`src/rtl/l2_d_cache_types.sv`:
```
// Shared L2 cache types: line geometry and the memory-side line adapter state encoding.
// Pure declarations; no latency or flow-control behaviour of its own.
package l2_d_cache_types;
  localparam int s_line    = 256;
  localparam int s_offset  = 5;
  localparam int s_beat    = 64;
  localparam int num_beats = s_line / s_beat;
  localparam int beat_w    = $clog2(num_beats);

  typedef enum logic [1:0] {
    IDLE  = 2'd0,
    READ  = 2'd1,
    WRITE = 2'd2,
    DONE  = 2'd3
  } adapter_state_t;
endpackage

```
`src/rtl/l2_line_buffer.sv`:
```
// Line assembly/disassembly register: full-line load or single-beat write per cycle, beat read mux.
// Writes land on the next rising edge; reads are combinational; load wins over a beat write.
module l2_line_buffer
  import l2_d_cache_types::*;
(
  input  logic              clk_i,
  input  logic              rst_ni,
  input  logic              load_i,
  input  logic [s_line-1:0] line_i,
  input  logic              beat_we_i,
  input  logic [beat_w-1:0] beat_idx_i,
  input  logic [s_beat-1:0] beat_i,
  output logic [s_beat-1:0] beat_o,
  output logic [s_line-1:0] line_o
);
  logic [s_line-1:0] line_q, line_d;

  always_comb begin
    line_d = line_q;
    if (load_i) begin
      line_d = line_i;
    end else if (beat_we_i) begin
      line_d[beat_idx_i*s_beat +: s_beat] = beat_i;
    end
  end

  always_ff @(posedge clk_i) begin
    if (!rst_ni) begin
      line_q <= '0;
    end else begin
      line_q <= line_d;
    end
  end

  assign beat_o = line_q[beat_idx_i*s_beat +: s_beat];
  assign line_o = line_q;
endmodule

```
`src/rtl/l2_cacheline_adapter.sv`:
```
// L2 line <-> 4-beat memory burst adapter; line_resp one cycle after the 4th burst_resp, stalls hold outputs.
// Optional perf counters under L2_ADAPTER_PERF_EN; otherwise read_count/write_count are tied to zero.
module l2_cacheline_adapter
  import l2_d_cache_types::*;
(
  input  logic              clk,
  input  logic              rst,
  input  logic              line_read,
  input  logic              line_write,
  input  logic [31:0]       line_address,
  input  logic [s_line-1:0] line_wdata,
  output logic [s_line-1:0] line_rdata,
  output logic              line_resp,
  output logic              burst_read,
  output logic              burst_write,
  output logic [31:0]       burst_address,
  output logic [s_beat-1:0] burst_wdata,
  input  logic [s_beat-1:0] burst_rdata,
  input  logic              burst_resp,
  output logic [31:0]       read_count,
  output logic [31:0]       write_count
);
  localparam logic [31:0] offset_mask = 32'((64'd1 << s_offset) - 64'd1);

  adapter_state_t    state_q, state_d;
  logic [beat_w-1:0] beat_q, beat_d;
  logic [31:0]       addr_q, addr_d;
  logic [s_line-1:0] rdata_q, rdata_d;
  logic              buf_load, buf_we, last_beat;
  logic [s_beat-1:0] buf_beat;
  logic [s_line-1:0] buf_line;

  assign last_beat = (beat_q == beat_w'(num_beats - 1));

  l2_line_buffer u_line_buffer (
    .clk_i      (clk),
    .rst_ni     (rst),
    .load_i     (buf_load),
    .line_i     (line_wdata),
    .beat_we_i  (buf_we),
    .beat_idx_i (beat_q),
    .beat_i     (burst_rdata),
    .beat_o     (buf_beat),
    .line_o     (buf_line)
  );

  always_comb begin
    state_d  = state_q;
    beat_d   = beat_q;
    addr_d   = addr_q;
    rdata_d  = rdata_q;
    buf_load = 1'b0;
    buf_we   = 1'b0;
    case (state_q)
      IDLE: begin
        if (line_write) begin
          addr_d   = line_address & ~offset_mask;
          beat_d   = '0;
          buf_load = 1'b1;
          state_d  = WRITE;
        end else if (line_read) begin
          addr_d  = line_address & ~offset_mask;
          beat_d  = '0;
          state_d = READ;
        end
      end
      READ: begin
        if (burst_resp) begin
          buf_we = 1'b1;
          beat_d = beat_q + beat_w'(1);
          // Snapshot the finished line so line_rdata survives later write loads.
          if (last_beat) begin
            rdata_d = buf_line;
            rdata_d[s_line-s_beat +: s_beat] = burst_rdata;
            state_d = DONE;
          end
        end
      end
      WRITE: begin
        if (burst_resp) begin
          beat_d = beat_q + beat_w'(1);
          if (last_beat) begin
            state_d = DONE;
          end
        end
      end
      DONE: begin
        state_d = IDLE;
      end
      default: begin
        state_d = IDLE;
      end
    endcase
  end

  always_ff @(posedge clk) begin
    if (!rst) begin
      state_q <= IDLE;
      beat_q  <= '0;
      addr_q  <= '0;
      rdata_q <= '0;
    end else begin
      state_q <= state_d;
      beat_q  <= beat_d;
      addr_q  <= addr_d;
      rdata_q <= rdata_d;
    end
  end

  assign line_resp     = (state_q == DONE);
  assign burst_read    = (state_q == READ);
  assign burst_write   = (state_q == WRITE);
  assign burst_address = addr_q;
  assign burst_wdata   = burst_write ? buf_beat : '0;
  assign line_rdata    = rdata_q;

`ifdef L2_ADAPTER_PERF_EN
  logic        op_wr_q, op_wr_d;
  logic [31:0] rd_cnt_q, rd_cnt_d, wr_cnt_q, wr_cnt_d;

  assign op_wr_d  = (state_q == IDLE) ? line_write : op_wr_q;
  assign rd_cnt_d = (state_q == DONE && !op_wr_q) ? rd_cnt_q + 32'd1 : rd_cnt_q;
  assign wr_cnt_d = (state_q == DONE &&  op_wr_q) ? wr_cnt_q + 32'd1 : wr_cnt_q;

  always_ff @(posedge clk) begin
    if (!rst) begin
      op_wr_q  <= 1'b0;
      rd_cnt_q <= '0;
      wr_cnt_q <= '0;
    end else begin
      op_wr_q  <= op_wr_d;
      rd_cnt_q <= rd_cnt_d;
      wr_cnt_q <= wr_cnt_d;
    end
  end

  assign read_count  = rd_cnt_q;
  assign write_count = wr_cnt_q;
`else
  assign read_count  = '0;
  assign write_count = '0;
`endif
endmodule

```
`config.mk`:
```
export PLATFORM = sky130hd
export DESIGN_NAME = l2_cacheline_adapter
export DESIGN_NICKNAME = d
export VERILOG_FILES = /design/src/rtl/l2_d_cache_types.sv /design/src/rtl/l2_line_buffer.sv /design/src/rtl/l2_cacheline_adapter.sv
export SDC_FILE = /design/constraint.sdc
export NUM_CORES = 1
export LEC_CHECK = 0
export BUFFER_PORTS_ARGS = -buffer_cell sky130_fd_sc_hd__buf_2
export CORE_AREA = 2 2 300 302
export DETAILED_ROUTE_END_ITERATION = 10
export DIE_AREA = 0 0 302 304
export GPL_TIMING_DRIVEN = 0
export PLACE_DENSITY = 0.43
export SKIP_CTS_REPAIR_TIMING = 1
export SLEW_MARGIN = 30
export SYNTH_ARGS = -nofsm -noshare
export SYNTH_HDL_FRONTEND = slang
export SYNTH_SLANG_ARGS = --single-unit
```
`constraint.sdc`:
```
create_clock -name clk -period 2.74 [get_ports clk]
set_input_delay 0.137 -clock clk [delete_from_list [all_inputs] [get_ports clk]]
set_output_delay 0.137 -clock clk [all_outputs]
set_load 0.02 [all_outputs]
```
Yosys cells after proc, flatten, opt, wreduce, memory -nomap -nowiden
Cells that the tools add are included.

Register bits: 548. Input bits: 357. Output and inout port bits: 419. Word-level logic and storage cells: 45.

Add/subtract/negate cells: 2. Equality and inequality tests: 7. Shift operators: 3. Mux-type cells: 19. Reductions and logical operators: 9.

Operators by type and width (count): $mux W256 (2); $bwmux W256 (1); $shift A64 B34 Y256 const A (1); $shiftx A256 B9 Y64 (1); $shiftx A64 B34 Y256 (1); $mux W32 (2); $mux W64 (1); $neg A8 Y34 (1); $mux W2 (7); $reduce_and A3 Y1 (3); $eq A2 B2 Y1 const B (3); $pmux W2 S3 (1); $reduce_bool A2 Y1 (3); $mux W1 (4); $ne A2 B1 Y1 const B (2); $pmux W2 S2 (1); $ne A3 B3 Y1 const B (1); $add A2 B1 Y2 const B (1); $eq A2 B1 Y1 const B (1); $logic_not A2 Y1 (1); $reduce_and A2 Y1 (1); $reduce_or A2 Y1 (1).

Depth between registers and ports, before layout
Gate-level depths: netlist of the first run.

Word-level depth: 5. Gate-level depth with buffers: 10. Mapped depth without buffers: 5.

Cells and area by module
A second synthesis of the first run with hierarchy kept.

Cell total of the unflattened synthesis: 2732. Area, all modules: 25674.6 µm².

Modules (own cells, without submodules): l2_line_buffer (instances 1, cells an instance 1329, area each 13013.7 µm², seq. area each 5124.9 µm²); l2_cacheline_adapter (instances 1, cells an instance 1403, area each 12660.9 µm², seq. area each 5745.5 µm²).

Least setup slack after synthesis of the first run
No wires, ideal clock.

Path type: flip-flop to flip-flop. From: register beat_q[0]. To: register u_line_buffer.line_q[132] (netlist: u_line_buffer.line_o[132]). Library setup time: 0.070 ns. Arrival: 2.105 ns. Required time: 2.670 ns. Path slack: 0.565 ns. Cell stages (with the launch flop): 11. Buffers on the path: 5. Clock period less this slack: 2.175 ns. Path through: dfxtp_1 > buf_2 > buf_6 > buf_6 > inv_1 > ha_1 > nor2b_1 > clkbuf_1 > clkbuf_1 > nand4_1 > a21oi_1.

Word-level cells in the longest chain between the ends: 5. Elaborated cells on any way between the ends: 6. Classes of those cells: add/sub: 1; shift: 2; mux: 3.

RTL lines: from (decl) (line l2_cacheline_adapter.sv:26) `logic [beat_w-1:0] beat_q, beat_d;`; from (signal assigned) (line l2_cacheline_adapter.sv:104) `beat_q <= beat_d;`; $neg A8 Y34 * (line l2_line_buffer.sv:23) `line_d[beat_idx_i*s_beat +: s_beat] = beat_i;`; $shiftx A64 B34 Y256 or $shift A64 B34 Y256 (tied branches) (line l2_line_buffer.sv:23); $bwmux W256 * (line l2_line_buffer.sv:23); $mux W256 * (line l2_line_buffer.sv:22) `end else if (beat_we_i) begin`; $mux W256 * (line l2_line_buffer.sv:20) `if (load_i) begin`; to (signal assigned) (line l2_line_buffer.sv:31) `line_q <= line_d;`; to (decl) (line l2_line_buffer.sv:16) `logic [s_line-1:0] line_q, line_d;`.

Mark *: on every way between the ends. The rest lies on a longest branch, timed or not. The select of a mux whose other input is x is not followed. A chain may end at the register's enable or synchronous reset.

Worst setup path after layout of the first run
From: register state_q[0]. To: output port burst_wdata[39].

Word-level cells in the longest chain between the ends: 2.

RTL lines: from (decl) (line l2_cacheline_adapter.sv:25) `adapter_state_t state_q, state_d;`; from (signal assigned) (line l2_cacheline_adapter.sv:103) `state_q <= state_d;`; $eq A2 B2 Y1 (line l2_cacheline_adapter.sv:112) `assign burst_write = (state_q == WRITE);`; $mux W64 (line l2_cacheline_adapter.sv:114) `assign burst_wdata = burst_write ? buf_beat : '0;`; to (decl) (line l2_cacheline_adapter.sv:17) `output logic [s_beat-1:0] burst_wdata,`.

No other way between the ends.

==> results of run 1 <==
[state kept, by name, summed over array words and instances (netlist names)]
signal / cells
u_line_buffer.line_o: 256
burst_address: 27
line_rdata: 256
state_q: 2
beat_q: 2
[logic make-up after synthesis]
logic type,count (synthesis),synth area share [%]
buf+inv,360,8.29
compound gates,812,20.5
fa+ha+maj,10,0.534
mux,65,6.19
simple gates,904,18.1
flops,543,46.4
other cells,1,0.0160
[layout by cell type (no fill, tap or decap), drive strengths merged, types with 2 or more instances in the layout]
master         n
o21ai          3
nand2        567
a21oi        544
clkbuf       199
dlygate4sd3  347
clkinv        13
a2111oi        2
ha            10
and2          65
and3           3
nor3           2
dfxtp        543
buf          969
nand4        258
mux4          64
diode         11
inv            9
nor2b          3
conb          69
a32oi          4
a22oi        256
[layout make-up]
class	count	area share, %
Buffer	354	5.93
Sequential cell	543	31.3
Clock buffer	101	6.06
Clock inverter	18	0.468
Timing Repair Buffer	1060	20.5
Antenna cell	11	0.0792
Inverter	6	0.0648
Multi-Input combinational cell	1860	31.4
Tap cell	1176	4.23
[worst paths after layout]
| kind | end | cells after the start |
|---|---|---|
| worst max-delay path | burst_wdata[39] | 6 |
| worst min register to register | line_rdata[165] | 2 |
| worst max register to register | u_line_buffer.line_o[44] | 10 |
| worst min-delay path | beat_q[1] | 4 |
[power by group]
part / internal [W] / switching, W / leakage, nW
Sequential: 0.00870 / 0.000768 / 4.42
Combinational: 0.00322 / 0.00564 / 8.58
Clock: 0.00543 / 0.00385 / 1.13
Total: 0.0173 / 0.0103 / 14.1
[worst reg2reg max path, stage by stage, from the launching register on]
cell and delay (ns):
dfxtp_1 0.39, buf_6 0.19, buf_8 0.19, buf_8 0.20, inv_1 0.14, ha_1 0.30
a32oi_4 0.28, buf_4 0.23, clkbuf_2 0.31, a22oi_1 0.12, a21oi_1 0.15
[per-stage QoR]
step	power [W]	hold WS, ns	setup TNS [ns]	instances	worst slack, ns
2_1_floorplan	0.0143	0.273	0	2763	0.565
3_3_place_gp	0.0177	0.383	-240.15	4640	-1.23
3_5_place_dp	0.0178	0.385	-154.24	4644	-0.841
4_1_cts	0.0270	-0.287	-167.61	4763	-0.855
5_1_grt	0.0287	0.0511	-0.0847	5126	-0.0477
6_report	0.0276	0.0362	0	5129	0.0489
[metal layers]
layer | part of all wire [%] | wire length (µm) | vias to the layer above
met5 | 0.041 | 53 | -
met4 | 3.0 | 3840 | 8
met3 | 5.7 | 7330 | 199
met2 | 48 | 61500 | 962
met1 | 43 | 55600 | 12600
li1 | - | - | 12000
==> flow_metrics.py, run 1 <==
metrics = {
    "sta": {
        "worst_slew_pin_slew_ns": 0.824,
        "slew_violations": 0,
        "skew_ns": 0.0233,
        "max-slew-margin-rel_pct": 45.1,
        "grt_setup_unrepaired": "true",
        "setup_viol": 0,
        "fin_crit_sh_pct": 98.2,
        "max_freq_mhz": 372,
        "fin_crit_ns": 2.69,
        "hold_viol_final": 0,
    },
    "critical_path": {
        "worst_setup_path_end_kind": "primary output",
        "crit_type": "flop to primary output",
        "rr_startpoint": "beat_q[0]",
        "cp.required_ns": 2.60,
        "path_cells": "inv_1, ha_1, buf_2, clkbuf_1, and2_1, buf_2",
        "crit_family": "buffers and inverters",
        "cp-start-kind": "flop",
        "r2r_slack_ns": 0.17,
        "crit_slowest_cell": "buf_2",
        "cp_num_buf_inv": 4,
        "startpoint": "state_q[0]",
        "slowest_delay_ns": 0.44,
        "cp.arrival_ns": 2.55,
        "path_max_fanout": 10,
        "crit_top_cell": "buf_2",
    },
    "synth": {
        "async_reset_ff_share_pct": 0,
        "syn_area_per_cell_um2": 8.70,
        "synthFlopType": "dfxtp_1",
        "synth.top_cell.area_share_pct": 46.4,
        "synth_area_leader_cell": "dfxtp_1",
        "synth_area_leaders": "dfxtp_1 (46%), a21oi_1 (12%), nand2_1 (9.1%), a22oi_1 (8.2%), nand4_1 (6.9%)",
        "synth_edf_count": 0,
        "yosysMostFrequentCell": "nand2_1",
        "ys_seq_area_share_pct": 46.4,
        "syn_inst": 2695,
        "synth.cell_area_um2": 23400,
        "ys_types": 34,
        "ys_ff_latch": 543,
        "ys_top_cells_by_count": "nand2_1 (567), a21oi_1 (544), dfxtp_1 (543), nand4_1 (258), a22oi_1 (256)",
        "yosysWarnings": 0,
    },
    "hold_path": {
        "hp-start": "burst_resp",
        "hold_path.class": "primary input to flop",
    },
    "routing": {
        "drt_iter0_drc": 1877,
        "drt-total-wl_mm": 128,
        "num_vias": 25800,
        "dr.pass1.iters": 5,
        "drc": 0,
        "ant_nets": 0,
        "viasPerCell": 5.03,
        "routedWlPerCell_um": 25.0,
    },
    "clock_network": {
        "cts_tree": "yes",
        "numCtsBuffers": 68,
        "clock_path_buffers": 3,
        "htree_levels": 3,
        "clk_pin_slew_ns": 0.06,
        "cts-root-buf": "clkbuf_16",
        "clk-insertion-delay-late_ns": 0.62,
        "cts_sinks": 543,
    },
    "die": {
        "die_x_um": 302,
        "start_util_pct": 26.3,
        "row_count": 110,
        "io_pins": 776,
        "core_area_um2": 89000,
        "die_height_um": 304,
        "die_area_um2": 91800,
    },
    "pwr": {
        "power.density_nw_per_um2": 794,
        "p_leak_nw": 14.1,
        "irDropWorstVdd_v": 0.000446,
    },
    "placed_design": {
        "gp_congestion": 0.860,
        "placed_area_um2": 28800,
        "hpwlAfterDp_mm": 96.8,
        "port_buffers": 701,
    },
    "grt": {
        "grt_antenna_before_repair": 24,
        "grt_start_max_net_pins": 13,
        "met2_usage_pct": 44.0,
        "gr-usage-all-layers_pct": 26.5,
        "busiest_layer": "met2",
        "grt_pass1_wl_mm": 176,
        "grt_pass1_vias": 23700,
        "gr-usage-met1_pct": 34.5,
        "met3_usage_pct": 4.51,
        "overflow": 0,
    },
    "cells_and_area": {
        "final_net_count": 4260,
        "syn2layout_area_growth_pct": 48.3,
        "multi_input_area_um2": 10900,
        "post-route-util_pct": 39.1,
        "postLayoutCellArea_um2": 34800,
        "layout.area.seq_um2": 10900,
        "fillers": 9502,
        "drive_above_1_share_pct": 30.0,
    },
    "flow_run": {
        "drv_cap": 0,
    },
    "outcome": {
        "status": "finished, final reports clean",
    },
}
(Power assumes the default switching activity.)
==> inputs of run 2 (changes only) <==
- REMOVE_ABC_BUFFERS: default -> 1
==> run 2 against run 1 <==
  * Final area is 0.75% lower
  * Clock power hardly changed
  * Core utilization is 0.29 points lower
  * Clock skew is 0.0022 ns lower
  * Non-clock buffer count is 276 lower
  * Critical path depth is 1 higher
  * Sequential power is 2% lower
  * Routed wire length is 13% lower
  * Via count is 3.9% lower
  * Count of clock-buffer cells in the layout is 2 lower
  * Critical endpoint is now u_line_buffer.line_o[137]
  * Largest cell class unchanged
==> flow_metrics.py, run 2 (synthesis results as in run 1) <==
metrics = {
    "outcome": {
        "status": "finished, final reports clean",
    },
    "critical_path": {
        "path_cells": "inv_1, ha_1, nor2b_4, buf_16, nand4_1, a21oi_1, dlygate4sd3_1",
        "crit_type": "flop to flop",
        "crit_slowest_cell": "dlygate4sd3_1",
        "cp-start-kind": "flop",
        "cp.required_ns": 3.30,
        "crit_family": "buffers and inverters",
        "slowest_delay_ns": 0.57,
        "worst_setup_path_end_kind": "flop",
        "path_max_fanout": 13,
        "cp.arrival_ns": 3.25,
        "cp_num_buf_inv": 3,
    },
    "cells_and_area": {
        "final_net_count": 3988,
        "post-route-util_pct": 38.8,
        "drive_above_1_share_pct": 26.8,
        "layout.area.seq_um2": 10900,
        "stdcell_count": 4851,
        "final_common_cell": "buf_2",
        "fillers": 9204,
        "syn2layout_area_growth_pct": 47.2,
        "multi_input_area_um2": 11000,
        "final_cell_mix": "buf_2 (701), nand2_1 (566), a21oi_1 (543), dfxtp_1 (541), dlygate4sd3_1 (348)",
    },
    "sta": {
        "fin_crit_ns": 2.69,
        "final.setup.worst_slack_ns": 0.0472,
        "max_freq_mhz": 371,
        "worst_slew_pin_slew_ns": 0.943,
        "fin_crit_sh_pct": 98.3,
        "setup_viol": 0,
        "max-slew-margin-rel_pct": 37.1,
        "setup_tns_ns": 0,
        "slew_violations": 0,
        "hold_viol_final": 0,
        "skew_ns": 0.0211,
        "grt_setup_unrepaired": "true",
    },
    "clock_network": {
        "numCtsBuffers": 69,
        "clock_path_buffers": 3,
        "cts_tree": "yes",
        "htree_levels": 3,
        "clk_pin_slew_ns": 0.06,
        "clk-insertion-delay-late_ns": 0.61,
        "cts_sinks": 543,
        "cts-root-buf": "clkbuf_16",
    },
    "pwr": {
        "power.density_nw_per_um2": 825,
        "irDropWorstVdd_v": 0.000587,
        "p_leak_nw": 13.5,
        "fin_total_pwr_w": 0.0285,
    },
    "routing": {
        "drc": 0,
        "num_vias": 24800,
        "dr.pass1.iters": 7,
        "viasPerCell": 5.11,
        "ant_nets": 0,
        "drt_iter0_drc": 1660,
        "drt-total-wl_mm": 111,
        "routedWlPerCell_um": 22.9,
    },
    "die": {
        "die_height_um": 304,
        "die_area_um2": 91800,
        "die_x_um": 302,
        "row_count": 110,
        "io_pins": 776,
        "core_area_um2": 89000,
        "start_util_pct": 26.3,
    },
    "grt": {
        "grt_pass1_wl_mm": 157,
        "grt_start_max_net_pins": 106,
        "overflow": 0,
        "grt_antenna_before_repair": 4,
        "grt_pass1_vias": 22800,
        "gr-usage-all-layers_pct": 22.6,
    },
    "placed_design": {
        "port_buffers": 701,
        "pre_cts_ws_ns": -0.579,
        "dp_cells": 4365,
        "gp_congestion": 0.764,
        "hpwlAfterDp_mm": 73.5,
    },
    "hold_path": {
        "hold_path.class": "primary input to flop",
    },
    "flow_run": {
        "drv_cap": 0,
    },
}
-- run 2: cell count changes in the layout (fill, tap and decap cells not counted), sizes merged --
cell	change
clkinv	-2
clkinvlp	+1
diode	-6
dlygate4sd3	+1
clkbuf	-100
and2	+2
bufinv	+4
and2b	+1
buf	-179
-- run 2: worst paths after layout --
check / startpoint / endpoint / slack, ns / cells after the start
setup / recovery: beat_q[1] / u_line_buffer.line_o[137] / 0.05 / 7
hold reg to reg: line_rdata[248] / line_rdata[248] / 0.45 / 2
setup reg to reg: beat_q[1] / u_line_buffer.line_o[137] / 0.05 / 7
hold / removal: rst / burst_address[31] / 0.01 / 3
-- run 2: routing by layer --
metal  share of wire, %  wire length, µm  global-route usage (%)
met5              0.024               27                       0
met4                2.5             2790                    7.20
met3                6.9             7690                    5.33
met2                 48            53400                    37.1
met1                 42            47200                    29.1
-- run 2: area by class of cell --
| type | instances | area share (%) |
|---|---|---|
| Clock buffer | 99 | 5.68 |
| Sequential cell | 543 | 31.5 |
| Multi-Input combinational cell | 1863 | 32.0 |
| Timing Repair Buffer | 1138 | 25.6 |
| Inverter | 6 | 0.0870 |
| Clock inverter | 21 | 0.812 |
| Tap cell | 1176 | 4.26 |
| Antenna cell | 5 | 0.0363 |
-- run 2: through the flow --
stage / hold slack, ns / instance area (µm²)
2_1_floorplan: 0.273 / 21800
3_3_place_gp: 0.378 / 26800
3_5_place_dp: 0.382 / 28600
4_1_cts: -0.297 / 30900
5_1_grt: 0.00280 / 34500
6_report: 0.0100 / 34500
-- run 2: power breakdown --
group	switching, W	internal [W]	leakage [nW]	total (W)
logic	0.00594	0.00398	7.98	0.00992
registers	0.000598	0.00870	4.42	0.00930
clock network	0.00379	0.00546	1.09	0.00926
-- run 2: worst min-delay path, delay by kind of cell --
family | cells | cell delay (ns)
buffers and inverters | 2 | 0.27
AOI/OAI and AO/OA | 1 | 0.16
==> inputs of run 3 (changes only) <==
- PLACE_DENSITY: 0.43 -> default
==> run 3 against run 2 <==
  * Core utilization fell by 0.19 points
  * Sequential power about the same
  * First-iteration DRC count increased by 43%
  * Routed wire length is 6.3% lower
==> flow_metrics.py, run 3 (synthesis results as in run 1) <==
metrics = {
    "pwr": {
        "power.density_nw_per_um2": 813,
        "irDropWorstVdd_v": 0.000935,
        "p_leak_nw": 13.4,
    },
    "cells_and_area": {
        "post-route-util_pct": 38.6,
        "syn2layout_area_growth_pct": 46.5,
        "drive_above_1_share_pct": 26.8,
        "final_cell_mix": "buf_2 (701), nand2_1 (566), a21oi_1 (543), dfxtp_1 (541), dlygate4sd3_1 (351)",
        "postLayoutCellArea_um2": 34300,
        "stdcell_count": 4849,
        "final_common_cell": "buf_2",
        "final_net_count": 3987,
    },
    "sta": {
        "setup_viol": 0,
        "hold_ws_ns": 0.0413,
        "worst_slew_pin_slew_ns": 0.808,
        "slew_violations": 0,
        "hold_viol_final": 0,
        "max_freq_mhz": 374,
        "final.setup.worst_slack_ns": 0.0683,
        "max-slew-margin-rel_pct": 46.0,
        "skew_ns": 0.0215,
        "fin_crit_ns": 2.67,
        "fin_crit_sh_pct": 97.5,
    },
    "outcome": {
        "status": "finished, final reports clean",
    },
    "die": {
        "start_util_pct": 26.3,
        "row_count": 110,
        "die_x_um": 302,
        "io_pins": 776,
        "die_height_um": 304,
        "die_area_um2": 91800,
        "core_area_um2": 89000,
    },
    "grt": {
        "met3_usage_pct": 4.99,
        "gr-usage-met1_pct": 26.2,
        "overflow": 0,
        "gr-usage-all-layers_pct": 20.7,
        "grt_pass1_vias": 22900,
        "busiest_layer": "met2",
        "met2_usage_pct": 33.0,
        "grt_antenna_before_repair": 5,
        "grt_start_max_net_pins": 110,
        "grt_pass1_wl_mm": 146,
    },
    "routing": {
        "viasPerCell": 5.31,
        "dr.pass1.iters": 6,
        "num_vias": 25700,
        "drc": 0,
        "drt_iter0_drc": 2373,
        "routedWlPerCell_um": 21.5,
        "drt-total-wl_mm": 104,
        "ant_nets": 0,
    },
    "placed_design": {
        "dp_cells": 4356,
        "placed_area_um2": 28400,
        "pre_cts_ws_ns": -0.370,
        "gp_congestion": 0.813,
        "port_buffers": 701,
        "hpwlAfterDp_mm": 67.0,
    },
    "critical_path": {
        "crit_type": "flop to flop",
        "rr_startpoint": "beat_q[1]",
        "r2r_slack_ns": 0.07,
        "cp-start-kind": "flop",
        "path_max_fanout": 32,
        "worst_setup_path_end_kind": "flop",
        "reg2reg_to": "u_line_buffer.line_o[219]",
        "ff2ff_path_depth": 8,
        "cp.arrival_ns": 3.23,
        "cp.required_ns": 3.30,
    },
    "hold_path": {
        "hp-start": "line_read",
        "min_path_cells": 4,
        "hold_end": "beat_q[0]",
        "hold_path.class": "primary input to flop",
    },
    "clock_network": {
        "cts-root-buf": "clkbuf_16",
        "htree_levels": 3,
        "cts_sinks": 543,
        "cts_tree": "yes",
        "clk-insertion-delay-late_ns": 0.63,
        "clk_pin_slew_ns": 0.06,
        "numCtsBuffers": 66,
        "clock_path_buffers": 3,
    },
    "flow_run": {
        "drv_cap": 0,
    },
}
==> run 3: changes by cell type in the layout (fill, tap and decap cells not counted), moves of 2 or more <==
| cell | previous run | this run |
|---|---|---|
| clkbuf_8 | 10 | 14 |
| dlygate4sd3_1 | 348 | 351 |
| clkbuf_1 | 19 | 16 |
| clkinvlp_4 | 2 | 0 |
| inv_6 | 3 | 1 |
| buf_4 | 7 | 14 |
| buf_16 | 35 | 28 |
| buf_12 | 27 | 22 |
| buf_8 | 19 | 23 |
==> run 3: area by class of cell <==
| class | count | area [µm²] |
|---|---|---|
| flip-flops and latches | 543 | 10900 |
| inverters | 6 | 30.0 |
| repair buffers | 1139 | 8680 |
| diodes | 5 | 12.5 |
| well taps | 1176 | 1470 |
| clock buffers | 99 | 1980 |
| clock inverters | 17 | 234 |
| multi-input cells | 1864 | 11100 |
| fillers | 8771 | 54700 |
==> run 3: worst max path at each step <==
stage               depth (start not counted)  slack (ns)                        end        from
detailed placement                          8       -0.37             line_rdata[48]  state_q[1]
finish                                      8        0.07  u_line_buffer.line_o[219]   beat_q[1]
global route                                8       -0.02  u_line_buffer.line_o[170]   beat_q[1]
global placement                            3      -19.02  u_line_buffer.line_o[176]   beat_q[0]
floorplan                                   4       -6.19              line_rdata[0]   beat_q[0]
CTS                                         8       -0.40             line_rdata[48]  state_q[1]
==> run 3: critical path: stages (launching register included) <==
cell	delay, ns
dfxtp_4	0.47
buf_16	0.27
inv_1	0.13
ha_1	0.34
and2b_4	0.33
buf_12	0.19
nand4_1	0.12
a21oi_1	0.16
dlygate4sd3_1	0.57
==> run 3: layer usage <==
layer | share of wire (%) | wire length, µm | vias to the layer above
met5 | 0.0096 | 10 | -
li1 | - | - | 11500
met4 | 4.3 | 4490 | 2
met3 | 9.6 | 10000 | 309
met1 | 39 | 41000 | 12400
met2 | 47 | 48600 | 1606
==> run 3: power by group <==
group	internal [W]	leakage (nW)	switching (W)	total (W)
sequential	0.00870	4.42	0.000604	0.00930
combinational	0.00382	7.91	0.00576	0.00957
clock	0.00539	1.09	0.00367	0.00905
total	0.0179	13.4	0.0100	0.0279
==> run 3: metrics by stage <==
step	total power, W	TNS, ns
6_report	0.0279	0
5_1_grt	0.0289	-0.0238
4_1_cts	0.0271	-34.96
3_5_place_dp	0.0181	-29.84
3_3_place_gp	0.0148	-7764.67
2_1_floorplan	0.0134	-3174.52
